**src/rtl/connect4_pkg.sv**
```systemverilog
// Board geometry, cell encoding and arbiter state encoding shared by the
// board RAM arbiter and its pixel-to-cell decoder.
package connect4_pkg;

  localparam int NCOLS      = 7;
  localparam int NROWS      = 6;
  localparam int NCELLS     = NCOLS * NROWS;
  localparam int CELL_SHIFT = 6;
  localparam int BOARD_X0   = 96;
  localparam int BOARD_Y0   = 48;

  typedef enum logic [1:0] {
    EMPTY = 2'd0,
    P1    = 2'd1,
    P2    = 2'd2,
    RSVD  = 2'd3
  } cell_t;

  typedef enum logic [1:0] {
    VIDEO  = 2'd0,
    WIN    = 2'd1,
    ACCESS = 2'd2,
    DONE   = 2'd3
  } arb_state_t;

endpackage

```
**src/rtl/board_ram_arbiter_if.sv**
```systemverilog
// Game-controller request port and board-RAM port of the arbiter.
// slave = arbiter side, master = game controller plus RAM side.
interface board_ram_arbiter_if #(
  parameter int AW = 6
);
  logic          game_req;
  logic          game_we;
  logic [AW-1:0] game_addr;
  logic [1:0]    game_wdata;
  logic          game_ack;
  logic [1:0]    game_rdata;
  logic [AW-1:0] mem_addr;
  logic          mem_we;
  logic [1:0]    mem_wdata;
  logic [1:0]    mem_rdata;

  modport slave (
    input  game_req, game_we, game_addr, game_wdata, mem_rdata,
    output game_ack, game_rdata, mem_addr, mem_we, mem_wdata
  );

  modport master (
    output game_req, game_we, game_addr, game_wdata, mem_rdata,
    input  game_ack, game_rdata, mem_addr, mem_we, mem_wdata
  );
endinterface

```
**src/rtl/pix_to_cell.sv**
```systemverilog
// Combinational mapping of a screen pixel to a board cell index and an
// in-board flag; the index is forced to 0 outside the board.
module pix_to_cell
  import connect4_pkg::*;
#(
  parameter int AW = 6
) (
  input  logic [10:0]   x_pixel,
  input  logic [10:0]   y_pixel,
  output logic [AW-1:0] cell_addr,
  output logic          in_board
);

  localparam int CW = 11 - CELL_SHIFT;
  localparam logic [CW-1:0] NCOLS_C = CW'(NCOLS);
  localparam logic [CW-1:0] NROWS_C = CW'(NROWS);

  logic [CW-1:0] col;
  logic [CW-1:0] row;

  // Offsets wrap when left of / above the board, so the >= tests gate them.
  always_comb begin
    col       = CW'((x_pixel - 11'(BOARD_X0)) >> CELL_SHIFT);
    row       = CW'((y_pixel - 11'(BOARD_Y0)) >> CELL_SHIFT);
    in_board  = (x_pixel >= 11'(BOARD_X0)) && (y_pixel >= 11'(BOARD_Y0)) &&
                (col < NCOLS_C) && (row < NROWS_C);
    cell_addr = '0;
    if (in_board) cell_addr = AW'(AW'(row) * AW'(NCOLS) + AW'(col));
  end

endmodule

```
**src/rtl/board_ram_arbiter.sv**
```systemverilog
// Shares the single-port board RAM between the scanout renderer and the game
// controller; game accesses run only in a window opened by the vsync fall.
module board_ram_arbiter
  import connect4_pkg::*;
#(
  parameter int WIN_CYCLES = 20000,
  parameter int AW         = 6
) (
  input  logic                      dclk,
  input  logic                      clr,
  input  logic                      vsync,
  input  logic                      vid_enable,
  input  logic [10:0]               x_pixel,
  input  logic [10:0]               y_pixel,
  board_ram_arbiter_if.slave        bus,
  output logic [1:0]                pix_cell,
  output logic                      pix_in_board,
  output logic                      frame_start
);

  localparam int CW = $clog2(WIN_CYCLES + 1);

  arb_state_t    state, state_nxt;
  logic [CW-1:0] win_cnt, win_cnt_nxt;
  logic          vsync_p0;
  logic [AW-1:0] cell_addr;
  logic          in_cell;
  logic [AW-1:0] pix_addr_p1;
  logic          in_p1, vid_p1;
  logic          in_board_p2;
  logic          game_in_range;

  pix_to_cell #(.AW(AW)) u_pix_to_cell (
    .x_pixel   (x_pixel),
    .y_pixel   (y_pixel),
    .cell_addr (cell_addr),
    .in_board  (in_cell)
  );

  assign frame_start   = vsync_p0 & ~vsync;
  assign game_in_range = bus.game_addr < AW'(NCELLS);

  always_ff @(posedge dclk or negedge clr) begin
    if (!clr) begin
      state    <= VIDEO;
      win_cnt  <= '0;
      vsync_p0 <= 1'b0;
    end else begin
      state    <= state_nxt;
      win_cnt  <= win_cnt_nxt;
      vsync_p0 <= vsync;
    end
  end

  // The counter<2 guard leaves room for ACCESS+DONE before the window ends.
  always_comb begin
    state_nxt      = state;
    win_cnt_nxt    = win_cnt;
    bus.mem_addr   = pix_addr_p1;
    bus.mem_we     = 1'b0;
    bus.mem_wdata  = 2'b00;
    bus.game_ack   = 1'b0;
    bus.game_rdata = 2'b00;
    if (state != VIDEO && win_cnt != '0) win_cnt_nxt = win_cnt - CW'(1);
    case (state)
      VIDEO: begin
        if (frame_start) begin
          state_nxt   = WIN;
          win_cnt_nxt = CW'(WIN_CYCLES);
        end
      end
      WIN: begin
        if (win_cnt < CW'(2) || vid_enable) state_nxt = VIDEO;
        else if (bus.game_req)              state_nxt = ACCESS;
      end
      ACCESS: begin
        bus.mem_addr  = bus.game_addr;
        bus.mem_we    = bus.game_we & game_in_range;
        bus.mem_wdata = bus.game_wdata;
        state_nxt     = DONE;
      end
      DONE: begin
        bus.game_ack   = 1'b1;
        bus.game_rdata = game_in_range ? bus.mem_rdata : 2'b00;
        state_nxt      = WIN;
      end
      default: state_nxt = VIDEO;
    endcase
  end

  // p1: cell address presented to the RAM; p2: RAM data and in-board flag aligned.
  always_ff @(posedge dclk or negedge clr) begin
    if (!clr) begin
      pix_addr_p1 <= '0;
      in_p1       <= 1'b0;
      vid_p1      <= 1'b0;
      in_board_p2 <= 1'b0;
    end else begin
      pix_addr_p1 <= cell_addr;
      in_p1       <= in_cell;
      vid_p1      <= vid_enable;
      in_board_p2 <= in_p1 & vid_p1;
    end
  end

  assign pix_in_board = in_board_p2;
  assign pix_cell     = in_board_p2 ? bus.mem_rdata : 2'b00;

endmodule

```
**src/flat_wrapper.sv**
```systemverilog
// flat-port wrapper written by rule: the top's interface ports become plain ports
module board_ram_arbiter_flat import connect4_pkg::*;
#(
  parameter int WIN_CYCLES = 20000,
  parameter int AW         = 6
)
  (dclk, clr, vsync, vid_enable, x_pixel, y_pixel, pix_cell, pix_in_board, frame_start, bus_game_req, bus_game_we, bus_game_addr, bus_game_wdata, bus_mem_rdata, bus_game_ack, bus_game_rdata, bus_mem_addr, bus_mem_we, bus_mem_wdata);
  board_ram_arbiter_if #(.AW(AW)) bus_i ();
  input  logic dclk;
  input  logic clr;
  input  logic vsync;
  input  logic vid_enable;
  input  logic [10:0] x_pixel;
  input  logic [10:0] y_pixel;
  output logic [1:0] pix_cell;
  output logic pix_in_board;
  output logic frame_start;
  input wire logic [$bits(bus_i.game_req)-1:0] bus_game_req;
  input wire logic [$bits(bus_i.game_we)-1:0] bus_game_we;
  input wire logic [$bits(bus_i.game_addr)-1:0] bus_game_addr;
  input wire logic [$bits(bus_i.game_wdata)-1:0] bus_game_wdata;
  input wire logic [$bits(bus_i.mem_rdata)-1:0] bus_mem_rdata;
  output wire logic [$bits(bus_i.game_ack)-1:0] bus_game_ack;
  output wire logic [$bits(bus_i.game_rdata)-1:0] bus_game_rdata;
  output wire logic [$bits(bus_i.mem_addr)-1:0] bus_mem_addr;
  output wire logic [$bits(bus_i.mem_we)-1:0] bus_mem_we;
  output wire logic [$bits(bus_i.mem_wdata)-1:0] bus_mem_wdata;
  assign bus_i.game_req = bus_game_req;
  assign bus_i.game_we = bus_game_we;
  assign bus_i.game_addr = bus_game_addr;
  assign bus_i.game_wdata = bus_game_wdata;
  assign bus_i.mem_rdata = bus_mem_rdata;
  assign bus_game_ack = bus_i.game_ack;
  assign bus_game_rdata = bus_i.game_rdata;
  assign bus_mem_addr = bus_i.mem_addr;
  assign bus_mem_we = bus_i.mem_we;
  assign bus_mem_wdata = bus_i.mem_wdata;
  board_ram_arbiter #(.WIN_CYCLES(WIN_CYCLES), .AW(AW)) u_core (.dclk(dclk), .clr(clr), .vsync(vsync), .vid_enable(vid_enable), .x_pixel(x_pixel), .y_pixel(y_pixel), .bus(bus_i), .pix_cell(pix_cell), .pix_in_board(pix_in_board), .frame_start(frame_start));
endmodule
```
**config.mk**
```make
export PLATFORM = sky130hd
export DESIGN_NAME = board_ram_arbiter_flat
export DESIGN_NICKNAME = d
export VERILOG_FILES = /design/src/rtl/connect4_pkg.sv /design/src/rtl/board_ram_arbiter_if.sv /design/src/rtl/pix_to_cell.sv /design/src/rtl/board_ram_arbiter.sv /design/src/flat_wrapper.sv
export SDC_FILE = /design/constraint.sdc
export NUM_CORES = 1
export LEC_CHECK = 0
export ABC_AREA = 1
export CORE_ASPECT_RATIO = 1.25
export CORE_MARGIN = 2
export CORE_UTILIZATION = 25
export DETAILED_ROUTE_END_ITERATION = 8
export GPL_ROUTABILITY_DRIVEN = 0
export SYNTH_ARGS = -nofsm -noshare
export SYNTH_HDL_FRONTEND = slang
export SYNTH_HIERARCHICAL = 1
export SYNTH_SLANG_ARGS = --single-unit
```
**constraint.sdc**
```tcl
create_clock -name dclk -period 2.5 [get_ports dclk]
set_clock_uncertainty 0.05 [all_clocks]
set_input_delay 0.75 -clock dclk [delete_from_list [all_inputs] [get_ports dclk]]
set_output_delay 0.75 -clock dclk [all_outputs]
set_load 0.03 [all_outputs]
```
==> metrics <==
TritonRoute pass-1 iters 4; met3 usage 1.62%; Yosys top cell area share ~29%; crit path cell chain clkdlybuf4s15_2 -> nor2_2 -> nand3_4 -> or2_4 -> nand2_4 -> ha_4 -> fa_1 -> ha_4 -> nand3_2 -> nand2_1 -> nand2_1 -> nand2_1 -> inv_1 -> nand2_1 -> nand2_1 -> inv_2 -> nor2_2; RSZ-0062 raised after global routing yes; GRT overflow 0; CTS tree yes; largest net degree at the start of global routing 28; Slowest cell on crit path fa_1; M1 GR Usage approximately 13%; Root Driver clkbuf_16; initial antenna violation count 0; Worst Max-Slew Pin Slew 350 ps; Area contributors post-synth dfrtp_1, nand2_1, inv_1, ha_1, nor2_1; most frequent cells after synthesis nand2_1, inv_1, nor2_1, dfrtp_1, nand3_1; power per cell area 804 nW/um2; Detailed Route WL 5840 um; utilization after layout a little under two fifths; WS Path Type input port to register; register area share after synthesis between 20 and 30%; vias in the first global route 2,343; final hold violations 0; Initial Util between 20% and 30%; gr usage total 11.9%; failing checks negative setup slack; Vias/cell 4.20; Post-DRT Antenna Nets 0; Worst EP required ~2600 ps; first-pass GRT wire length a little under 10,000 um; Place WS -1170 ps; final net count 490; GRT busiest layer met2; worst-skew pair later-pin latency 270 ps; First DRT Iteration DRCs 74; TritonCTS buffer count 3; Tmin final 2950 ps; final worst-path cycle share 118%; HP Class register to register; IO Port Bufs 44; Max clock buf depth 2; CP Capture Type register; Netlist cell types 26; Mapped Avg Cell Area 6.70 um2; clock-pin slew of the registers on the worst-case setup and hold paths 70 ps; Leak Pwr ~1.9 nW; syn nets just over 400; Die Footprint between 10,000 and 15,000 um2; clock sink count 27; CTS Hold Buffers Added 0; synth-to-layout area growth 51.1%; Worst Path Max Fanout 3; Die W roughly 90 um; final-report setup violation count 4; CP dominant cell by count nand2_1; Pwr Total 2.80 mW; Mapped Area 2300 um2; core area 9080 um2; relative slew slack 76.7%; Cell Rows 39; Die Span Y 111 um; ys async rst share 100%; Peak Freq 339 MHz; final slew viol count 0; # Max-Cap Violations 0; drt drc 0; drt wl/cell about 11 um; status finished with violations; Max VDD drop about 280 uV; top-count cell post-synth nand2_1; routing usage on met2 24.2%; top_reg_cell synth dfrtp_1; ratio of cells with drive above 1 in the final layout between 20% and 30%; ANT cells 0; largest area contributor in the netlist dfrtp_1; setup tns final -1240 ps; hpwl dp 4510 um; io pins 54; Synth Warn # 6; Critical Path Start Type input port; Seq cells post-synth 27; worst hold slack 395 ps; Via Count 2,325; CP arrival approximately 3100 ps; number of flops mapped to enable cells by yosys 0; Final Worst Setup Slack -454 ps; biggest cell delay along the critical path 510 ps; H-tree Lvls 1; Cells after Synth ~340
[worst max-delay path: cells and delay by family]
family / cells / cell delay (ps)
fa+ha+maj: 3 / 1020
simple gates: 11 / 1010
buf+inv: 3 / 280
[flip-flops by register name, indices dropped and copies added (netlist names)]
register             flops
u_core/in_p1             1
u_core/pix_addr_p1       6
u_core/pix_in_board      1
u_core/state             2
u_core/vid_p1            1
u_core/vsync_p0          1
u_core/win_cnt          15
[routing by layer]
layer  up-vias  routed length, um
met5         -                  0
li1       1208                  -
met2        37               3210
met1      1076               2420
met4         0                 42
met3         4                155
[where the power goes]
group          total, mW  switching [mW]  internal (mW)
registers          0.741           0.161          0.580
logic               1.68           0.968          0.715
clock network      0.376           0.158          0.218
[metrics by stage]
stage	cells	area, um2
2_1_floorplan	344	2410
3_5_place_dp	532	3130
5_1_grt	553	3480
3_3_place_gp	532	3130
4_1_cts	552	3390
6_report	553	3480
[cell families after synthesis]
group	after synthesis	synth area share, %
buffers and inverters	65	11.2
DFF	27	29.3
AOI/OAI and AO/OA	25	6.35
and+or+nand+nor	196	36.6
xor gates and xnor gates	10	3.80
adders and majority gates	21	12.7
[final cells by class]
class	instances	area [um2]
Clock buffer	3	75.1
Clock inverter	1	7.51
Fill cell	944	5590
Inverter	62	239
Multi-Input combinational cell	252	1610
Sequential cell	27	676
Tap cell	123	154
Timing Repair Buffer	85	723
[path summary, 6_finish.rpt]
kind | slack [ps] | depth (start not counted) | endpoint | startpoint
min | 390 | 2 | u_core/pix_in_board | u_core/vid_p1
min reg2reg | 390 | 2 | u_core/pix_in_board | u_core/vid_p1
max | -450 | 17 | u_core/pix_addr_p1[5] | y_pixel[9]
min in group asynchronous | 810 | 2 | u_core/vsync_p0 | clr
max in group asynchronous | 1330 | 2 | u_core/win_cnt[1] | clr
max reg2reg | 970 | 8 | u_core/win_cnt[1] | u_core/state[0]
[cells in the final DEF, fill, tap and decap left out, types with 3 or more instances in the layout]
cell type / n
o21ai_0: 11
dlygate4sd2_1: 6
ha_1: 10
nor2_1: 50
ha_4: 6
nand2_2: 12
xor2_1: 5
o21ai_2: 5
clkbuf_16: 3
o21ai_1: 5
clkdlybuf4s50_1: 17
nand2_4: 5
nor2_4: 7
dfrtp_1: 27
xnor2_1: 3
nand2_1: 93
inv_1: 53
nand3_1: 17
nor2_2: 5
nand3_4: 3
buf_4: 55
inv_2: 6
fa_1: 3
[timing repair]
item	in CTS	in global routing
endpoints found under the hold margin	0	0
setup buffers	16	3
gates resized for setup	53	19
pin swaps	41	21
endpoints found under the setup margin	7	7
Power figures use the tool's default switching activity.
